`src/rtl/relm_fp_normalize.sv`:
```
// rtl/relm_fp_normalize.sv - two-stage normalize/round/pack back end for the ReLM FP unit
// Stage 1 normalizes the raw mantissa; stage 2 rounds to nearest even and packs IEEE single.
module relm_fp_normalize #(
  parameter int WD = 32
) (
  input  logic          clk,
  input  logic          reset,
  input  logic          in_valid,
  output logic          in_ready,
  input  logic [WD-1:0] a_in,
  input  logic [WD-1:0] b_in,
  output logic          out_valid,
  input  logic          out_ready,
  output logic [WD-1:0] q_out
);

  logic        w_en;

  logic [4:0]  w_lz;
  logic [31:0] w_shift;
  logic [9:0]  w_e;
  logic [9:0]  w_e1;
  logic [22:0] w_m;
  logic        w_g;
  logic        w_s;
  logic        w_unused;

  logic        r_s1_valid;
  logic        r_s1_sign;
  logic        r_s1_inf;
  logic        r_s1_zflag;
  logic        r_s1_exact0;
  logic [9:0]  r_s1_e1;
  logic [22:0] r_s1_m;
  logic        r_s1_g;
  logic        r_s1_s;

  logic        w_rnd;
  logic [23:0] w_sum;
  logic [9:0]  w_e2;
  logic [31:0] w_q;

  logic        r_out_valid;
  logic [31:0] r_q;

  // One global enable stalls both stages together while the output is held.
  assign w_en      = !r_out_valid | out_ready;
  assign in_ready  = w_en;
  assign out_valid = r_out_valid;
  assign q_out     = r_q;

  assign w_unused = ^{b_in[20:0], w_shift[31:30]};

  always_comb begin
    w_lz = 5'd0;
    // Last hit wins, so the highest set bit decides the count.
    for (int i = 0; i < 31; i++) begin
      if (a_in[i]) w_lz = 5'(30 - i);
    end
    w_shift = a_in << w_lz;
    w_e     = {2'b00, b_in[30:23]};
    if (a_in[31]) begin
      w_e1 = w_e + 10'd1;
      w_m  = a_in[30:8];
      w_g  = a_in[7];
      w_s  = |a_in[6:0];
    end else begin
      w_e1 = w_e - {5'd0, w_lz};
      w_m  = w_shift[29:7];
      w_g  = w_shift[6];
      w_s  = |w_shift[5:0];
    end
  end

  always_ff @(posedge clk) begin
    if (reset) begin
      r_s1_valid  <= 1'b0;
      r_s1_sign   <= 1'b0;
      r_s1_inf    <= 1'b0;
      r_s1_zflag  <= 1'b0;
      r_s1_exact0 <= 1'b0;
      r_s1_e1     <= 10'd0;
      r_s1_m      <= 23'd0;
      r_s1_g      <= 1'b0;
      r_s1_s      <= 1'b0;
    end else if (w_en) begin
      r_s1_valid  <= in_valid;
      r_s1_sign   <= b_in[31];
      r_s1_inf    <= b_in[22];
      r_s1_zflag  <= b_in[21];
      r_s1_exact0 <= (a_in == 32'd0);
      r_s1_e1     <= w_e1;
      r_s1_m      <= w_m;
      r_s1_g      <= w_g;
      r_s1_s      <= w_s;
    end
  end

  always_comb begin
    w_rnd = r_s1_g & (r_s1_s | r_s1_m[0]);
    // A mantissa carry leaves the low 23 bits zero, so only the exponent needs bumping.
    w_sum = {1'b0, r_s1_m} + {23'd0, w_rnd};
    w_e2  = r_s1_e1 + {9'd0, w_sum[23]};
    w_q   = {r_s1_sign, w_e2[7:0], w_sum[22:0]};
    if (r_s1_inf && r_s1_zflag) begin
      w_q = {r_s1_sign, 8'hFF, 23'h400000};
    end else if (r_s1_inf) begin
      w_q = {r_s1_sign, 8'hFF, 23'd0};
    end else if (r_s1_zflag) begin
      w_q = {r_s1_sign, 31'd0};
    end else if (r_s1_exact0) begin
      w_q = 32'h00000000;
    end else if ($signed(w_e2) >= 10'sd255) begin
      w_q = {r_s1_sign, 8'hFF, 23'd0};
    end else if ($signed(w_e2) <= 10'sd0) begin
      w_q = {r_s1_sign, 31'd0};
    end
  end

  always_ff @(posedge clk) begin
    if (reset) begin
      r_out_valid <= 1'b0;
      r_q         <= 32'd0;
    end else if (w_en) begin
      r_out_valid <= r_s1_valid;
      r_q         <= w_q;
    end
  end

endmodule

```
`config.mk`:
```
export PLATFORM = sky130hd
export DESIGN_NAME = relm_fp_normalize
export DESIGN_NICKNAME = d
export VERILOG_FILES = /design/src/rtl/relm_fp_normalize.sv
export SDC_FILE = /design/constraint.sdc
export NUM_CORES = 1
export LEC_CHECK = 0
export CAP_MARGIN = 25
export CORE_MARGIN = 2
export CORE_UTILIZATION = 54
export DETAILED_ROUTE_END_ITERATION = 12
export GPL_ROUTABILITY_DRIVEN = 1
export PLACE_DENSITY = 0.8
export SYNTH_ARGS = -nofsm -noshare
export SYNTH_HDL_FRONTEND = slang
export SYNTH_SLANG_ARGS = --single-unit
```
`constraint.sdc`:
```
create_clock -name clk -period 4.69 [get_ports clk]
set_input_delay 0.7035 -clock clk [delete_from_list [all_inputs] [get_ports clk]]
set_output_delay 0.7035 -clock clk [all_outputs]
set_load 0.03 [all_outputs]
```
# Word level (Yosys, flattened, before mapping)
# Cells that the tools add are included.
word_totals:
  n_memories: 0
  latchBits: 0
  in_bits: 68
  out_inout_bits: 34
  rom_bits: 0
  word_cells: 67
  ram_bits: 0
  reg_bits: 73
op_classes:
  muxes: 41
  shifts: 1
  mul: 0
  n_eq_ne: 0
  n_lt_le_gt_ge: 2
  div_mod_pow: 0
  addsub: 4
  n_bitwise: 3
  n_reduce_logical: 5
op_table:
  columns: ["op", "count"]
  rows:
  - ["5-bit 2-to-1 mux", 31]
  - ["32-bit 2-to-1 mux", 4]
  - ["31-bit 2-to-1 mux", 2]
  - ["32-bit zero test", 1]
  - ["32-bit by 5-bit << shifter with 30-bit output", 1]
  - ["23-bit by 1-bit adder with 24-bit output", 1]
  - ["23-bit 2-to-1 mux", 1]
  - ["10-bit by 1-bit adder with 10-bit output", 1]
  - ["10-bit by 9-bit greater-or-equal comparator with 1-bit output, second input constant", 1]
  - ["10-bit by 1-bit <= comparator with 1-bit output, second input constant", 1]
  - ["10-bit 2-to-1 mux", 1]
  - ["8-bit by 1-bit adder with 9-bit output, second input constant", 1]
  - ["8-bit by 5-bit subtractor with 9-bit output", 1]
  - ["7-bit OR reduction", 1]
  - ["6-bit OR reduction", 1]
  - ["1-bit 2-to-1 mux", 2]
  - ["1-bit bitwise OR", 2]
  - ["1-bit bitwise AND", 1]
  - ["1-bit logical AND", 1]
  - ["1-bit zero test", 1]

# Longest topological paths before layout
logic_depth:
  ltp_word: 34
  ltp_mapped: 20
  mapped_depth_nobuf: 19

# Worst setup path before layout
# No wires, ideal clock.
synth_path:
  path_kind: "input to register"
  start: "input a_in[23]"
  end: "register r_s1_e1[7]"
  required_time_ns: 4.620
  path_stages: 17
  slack_ns: 1.031
  path_buffers: 3
  setup_ns: 0.070
  arrival_ns: 3.588
  path_cell_list: "or4_1 a21o_1 a22o_1 buf_2 inv_2 buf_4 buf_4 ha_1 nor2b_1 o21ai_0 a21oi_1 o21ai_0 nand2_1 o31ai_1 xor2_1 nand2_1 a21oi_1"
synth_between:
  elab_chain_len: 10
synth_rtl:
  columns: ["item", "line_no", "rtl"]
  rows:
  - ["start: declaration", "10", "input logic [WD-1:0] a_in,"]
  - ["5-bit 2-to-1 mux (8 in series)", "58", "if (a_in[i]) w_lz = 5'(30 - i);"]
  - ["8-bit by 5-bit subtractor with 9-bit output", "68", "w_e1 = w_e - {5'd0, w_lz};"]
  - ["10-bit 2-to-1 mux", "62", "if (a_in[31]) begin"]
  - ["end signal: assignment", "92", "r_s1_e1 <= w_e1;"]
  - ["end: declaration", "33", "logic [9:0] r_s1_e1;"]
# No other way between the ends.
# A chain may end at the register's enable or synchronous reset.

# Final worst setup path
layout_path:
  start: "register r_s1_m[0]"
  end: "register r_q[15] (netlist: q_out[15])"
layout_between:
  elab_chain_len: 11
layout_rtl:
  columns: ["item", "line_no", "rtl"]
  rows:
  - ["start: declaration", "34", "logic [22:0] r_s1_m;"]
  - ["start signal: assignment", "93", "r_s1_m <= w_m;"]
  - ["1-bit bitwise OR", "100", "w_rnd = r_s1_g & (r_s1_s | r_s1_m[0]);"]
  - ["1-bit bitwise AND", "100", null]
  - ["23-bit by 1-bit adder with 24-bit output *", "102", "w_sum = {1'b0, r_s1_m} + {23'd0, w_rnd};"]
  - ["10-bit by 1-bit adder with 10-bit output", "103", "w_e2 = r_s1_e1 + {9'd0, w_sum[23]};"]
  - ["10-bit by 1-bit <= comparator with 1-bit output", "115", "end else if ($signed(w_e2) <= 10'sd0) begin"]
  - ["31-bit 2-to-1 mux", "115", null]
  - ["31-bit 2-to-1 mux *", "113", "end else if ($signed(w_e2) >= 10'sd255) begin"]
  - ["32-bit 2-to-1 mux *", "111", "end else if (r_s1_exact0) begin"]
  - ["32-bit 2-to-1 mux *", "109", "end else if (r_s1_zflag) begin"]
  - ["32-bit 2-to-1 mux *", "107", "end else if (r_s1_inf) begin"]
  - ["32-bit 2-to-1 mux *", "105", "if (r_s1_inf && r_s1_zflag) begin"]
  - ["end signal: assignment", "126", "r_q <= w_q;"]
  - ["end: declaration", "44", "logic [31:0] r_q;"]
# Every way passes the cells marked *; elsewhere a longest branch is shown, timed or not.

==> flow_results.org <==
** Run status
- The flow ran to the end, and the final reports show no timing, DRC or antenna violations.

** Timing
- In this run the tightest slew margin relative to its limit is 33.4%.
- Final clock period utilization by the worst path :: 86.3%
- The worst path meets setup with 0.645 ns of slack.
- Worst Max-Slew Pin Slew :: 0.996 ns
- The smallest clock period supported by the final layout is computed as 4.05 ns.
- For the final routed database, the setup TNS stands at 0 ns.
- Setup repair after global routing left no endpoint under its margin.
- Hold violation count in the final report :: 0
- Setup Viol. Count Final :: 0
- Total count of max-transition violations in the final report :: 0
- Maximum clock skew at final layout :: 0.0126 ns
- Based on the critical path, the design can be clocked at up to 247 MHz.

** Job
- Max-cap violations :: 0

** Final layout
- Once layout is complete, the cells apart from fillers number 939.
- # fillers :: 900
- Synth-to-layout area growth :: 20.8%
- Fraction of final layout cells with drive strength greater than 1 :: 8.97%
- Number of diodes :: 0
- Total area of multi-input combinational cells :: 3790 µm²
- Sequential standard cell area :: 1460 µm²
- Final core utilization :: 66.2%
- # nets final :: 877

** Floorplanning
- For this configuration, the core starts out at a cell density of 54.8%.
- The die is 106 µm tall.
- Area enclosed by the die boundary :: 11200 µm²
- I/O pins :: 102
- Number of standard-cell rows in the floorplan :: 37
- Horizontal die dimension :: 106 µm
- Placeable core area :: 10200 µm²

** Clocking
- Number of sinks driven by the clock tree :: 73
- For the worst-skew pair, the clock arrives at the later sink with an insertion delay of 0.35 ns.
- Clk buf depth :: 2
- TritonCTS built the clock tree.
- Buffers inserted during clock tree synthesis total 9.
- CTS placed an instance of sky130_fd_sc_hd__clkbuf_8 at the clock tree root.
- Clock slew seen by the registers of the worst setup and hold paths :: 0.08 ns
- Clock H-tree levels :: 3

** Critical path
- For this run, the slowest stage of the critical path takes 0.50 ns.
- Number of cells on the worst reg-to-reg path :: 17
- The slowest stage of the critical path is the sky130_fd_sc_hd__o41a_1 cell.
- The setup path with the least slack is of type flop to flop.
- Maximum fanout encountered on the critical timing path :: 21
- WP data arrival :: 4.27 ns
- Traced cell by cell, the critical path runs through o21a_1, ha_1, nand2_1, nor2_1, nand3_1, nor2_1, and3_1, and3_1, ha_1, ha_1, nand4_1, xor2_1, nand2_1, o41a_1, nand3b_1, or3_4, o21ai_0.
- The most critical setup path has its startpoint at r_s1_m[0].
- Reg2reg end :: q_out[15]
- In this design, the critical path's most frequently occurring cell is sky130_fd_sc_hd__ha_1.
- Last element of the critical path :: q_out[15]
- R2R Setup Slk :: 0.64 ns
- At the worst endpoint, the required time is 4.91 ns.
- Worst reg2reg startpoint :: r_s1_m[0]
- STA classifies the critical path endpoint as a flop.
- CP top delay family :: simple AND/OR/NAND/NOR gates
- Together, buffers and inverters on the worst path number 0.
- Startpoint class of the critical path :: flop
- Number of cells on the critical path :: 17

** Detailed routing
- Number of vias after detailed routing :: 5942
- After detailed routing, the number of remaining DRC violations is 0.
- Using the TritonRoute via totals, the vias-per-cell ratio works out to 6.33.
- Final wirelength :: 17100 µm
- The detail route stage leaves a number of antenna-violating nets equal to 0.
- For this run, the detailed router's first-pass iteration total came to 6.
- First DRT Iteration DRCs :: 597
- Routed length per instance :: 18.2 µm

** Place
- Port bufs :: 80
- Number of placed instances with taps included :: 922
- Dpl ws :: 0.379 ns
- Routability-driven placement finished with a final weighted congestion of 0.952.
- Half-perimeter wire length of the detailed placement result :: 12900 µm

** GRT
- For this run the aggregate overflow at the end of global routing stands at 0.
- The number of global-route vias before repair is 5450.
- GRT Resource Usage Total :: 30.8%
- First-pass GRT wire length :: 27700 µm
- The number of antenna violations at the first check in global routing is 0.
- Pin count of the biggest net entering global routing :: 56

** Synth
- The mapped netlist covers 5590 µm².
- For this run, the leading register cell type out of synthesis is sky130_fd_sc_hd__dfxtp_1.
- Count of different cell masters after synthesis :: 77
- In this run the mean area of a mapped cell was 7.53 µm².
- After synthesis, the share of flip-flops with an asynchronous set or reset is 0%.
- Part of the Yosys area used for sequential elements :: 26.2%
- Number of synthesis warnings :: 0
- The synthesized design contains 73 register bits.
- Post-synthesis instance total :: 742
- Yosys mapped a number of flops with a built-in enable equal to 0.
- The number of nets in the synthesized netlist is 821.

** Power
- Total chip power :: 1.89 mW
- Power per standard cell area :: 281 nW/µm²
- Across the VDD grid, the largest voltage drop is 0.000154 V.
- Static Leakage :: 2.55 nW

** Min path
- Hold WC Path Type :: flop to flop
## worst min-delay path, delay by kind of cell (launching register included)
| kind | cells | cell delay [ns] |
|---|---|---|
| flops | 1 | 0.33 |
| compound gates | 1 | 0.05 |
| simple gates | 1 | 0.04 |
## layer usage
metal | track usage, % | routed length (µm) | part of all wire, %
met1 | 43.9 | 7900 | 46
met2 | 48.3 | 7680 | 45
met3 | 3.15 | 1050 | 6.1
met4 | 11.0 | 426 | 2.5
met5 | 0 | 0 | 0
## how the worst min path moves through the flow
stage / from / to / slack (ns) / depth (start not counted)
2_1_floorplan: r_s1_sign / r_s1_sign / 0.43 / 2
5_1_grt: q_out[0] / q_out[0] / 0.50 / 2
4_1_cts: q_out[10] / q_out[10] / 0.46 / 2
3_3_place_gp: q_out[13] / q_out[13] / 0.44 / 2
6_report: q_out[7] / q_out[7] / 0.45 / 2
3_5_place_dp: q_out[10] / q_out[10] / 0.44 / 2
## report_power, final
group	switching [mW]	total (mW)	internal (mW)	leakage [nW]
Combinational	0.303	0.521	0.218	1.81
Sequential	0.0441	0.711	0.666	0.602
Clock	0.238	0.663	0.424	0.137
Total	0.585	1.89	1.31	2.55
## layout by cell type, fill, tap and decap left out, types with 7 or more instances in the layout
cell	netlist	routed
sky130_fd_sc_hd__a211oi_1	19	19
sky130_fd_sc_hd__a21oi_1	46	46
sky130_fd_sc_hd__a221o_1	10	10
sky130_fd_sc_hd__a221oi_1	15	15
sky130_fd_sc_hd__and3_1	19	19
sky130_fd_sc_hd__buf_4	3	20
sky130_fd_sc_hd__clkbuf_8	0	10
sky130_fd_sc_hd__clkdlybuf4s50_1	0	79
sky130_fd_sc_hd__dfxtp_1	73	73
sky130_fd_sc_hd__ha_1	10	10
sky130_fd_sc_hd__inv_1	16	16
sky130_fd_sc_hd__mux2i_1	16	16
sky130_fd_sc_hd__nand2_1	95	95
sky130_fd_sc_hd__nand3_1	25	25
sky130_fd_sc_hd__nand4_1	7	7
sky130_fd_sc_hd__nor2_1	83	83
sky130_fd_sc_hd__nor2b_1	8	7
sky130_fd_sc_hd__nor3_1	12	12
sky130_fd_sc_hd__nor4_1	9	9
sky130_fd_sc_hd__o211ai_1	18	18
sky130_fd_sc_hd__o21ai_0	42	42
sky130_fd_sc_hd__o22ai_1	12	12
sky130_fd_sc_hd__xnor2_1	17	17
sky130_fd_sc_hd__xor2_1	21	21
## registers in the layout, summed over array words and instances (netlist names)
register	flops
r_s1_exact0	1
r_s1_g	1
r_s1_m	23
out_valid	1
r_s1_zflag	1
r_s1_s	1
r_s1_inf	1
q_out	32
r_s1_e1	10
r_s1_valid	1
r_s1_sign	1
## cell type report
type,instances,share of cell area (%)
clock buffer,10,2.04
tap,136,2.52
inverter,21,1.24
clock inverter,6,2.04
sequential,73,21.7
multi-input combinational,592,56.2
timing repair buffer,101,14.3
## repair_timing
item | CTS | global route
hold buffers | 0 | 0
setup endpoints to repair | 0 | 21
buffers inserted | 0 | 0
gates resized for setup | 0 | 1
## cells in the mapped netlist (3+ instances only)
library cell,count,area share [%]
sky130_fd_sc_hd__nand2_1,95,6.4
sky130_fd_sc_hd__nor2_1,83,5.6
sky130_fd_sc_hd__dfxtp_1,73,26
sky130_fd_sc_hd__a21oi_1,46,4.1
sky130_fd_sc_hd__o21ai_0,42,3.8
sky130_fd_sc_hd__clkbuf_1,33,2.2
sky130_fd_sc_hd__nand3_1,25,2.2
sky130_fd_sc_hd__xor2_1,21,3.3
sky130_fd_sc_hd__a211oi_1,19,2.6
sky130_fd_sc_hd__and3_1,19,2.1
sky130_fd_sc_hd__o211ai_1,18,2.4
sky130_fd_sc_hd__xnor2_1,17,2.7
sky130_fd_sc_hd__inv_1,16,1.1
sky130_fd_sc_hd__mux2i_1,16,2.9
sky130_fd_sc_hd__a221oi_1,15,2.4
sky130_fd_sc_hd__nor3_1,12,1.1
sky130_fd_sc_hd__o22ai_1,12,1.3
sky130_fd_sc_hd__a221o_1,10,1.8
sky130_fd_sc_hd__ha_1,10,2.2
sky130_fd_sc_hd__buf_2,9,0.81
sky130_fd_sc_hd__nor4_1,9,1.0
sky130_fd_sc_hd__nor2b_1,8,0.90
sky130_fd_sc_hd__nand4_1,7,0.78
sky130_fd_sc_hd__a31oi_1,6,0.67
sky130_fd_sc_hd__buf_1,6,0.40
sky130_fd_sc_hd__mux2_2,6,1.2
sky130_fd_sc_hd__nand2b_1,6,0.67
sky130_fd_sc_hd__a21o_1,5,0.67
sky130_fd_sc_hd__a32oi_1,5,0.78
sky130_fd_sc_hd__o31ai_1,5,0.67
sky130_fd_sc_hd__a22o_1,4,0.63
sky130_fd_sc_hd__o2111ai_1,4,0.63
sky130_fd_sc_hd__o21a_1,4,0.54
sky130_fd_sc_hd__o21bai_1,4,0.54
sky130_fd_sc_hd__a211oi_2,3,0.67
sky130_fd_sc_hd__a22oi_1,3,0.40
sky130_fd_sc_hd__and2_1,3,0.34
sky130_fd_sc_hd__buf_4,3,0.40
sky130_fd_sc_hd__buf_6,3,0.60
sky130_fd_sc_hd__inv_2,3,0.20
sky130_fd_sc_hd__mux4_2,3,1.2
sky130_fd_sc_hd__o211ai_2,3,0.67
sky130_fd_sc_hd__o21ai_1,3,0.27
sky130_fd_sc_hd__or3_1,3,0.34
sky130_fd_sc_hd__or4_1,3,0.40
## stage by stage
step                      hold WS [ns]  area [µm²]
after global routing             0.496        6750
after global placement           0.435        6440
after detailed placement         0.441        6450
after CTS                        0.460        6720
after floorplan                  0.432        5590
final                            0.455        6750
## kinds of logic (layout without fill, tap and decap cells)
group | after synthesis | in the layout | share of synthesized area [%]
buffers and inverters | 77 | 138 | 6.12
adders and majority gates | 11 | 11 | 2.60
xor gates and xnor gates | 38 | 38 | 5.96
AOI/OAI and AO/OA | 236 | 236 | 30.3
muxes | 26 | 26 | 5.76
DFF | 73 | 73 | 26.2
and+or+nand+nor | 281 | 281 | 23.1
(Power assumes the default switching activity.)
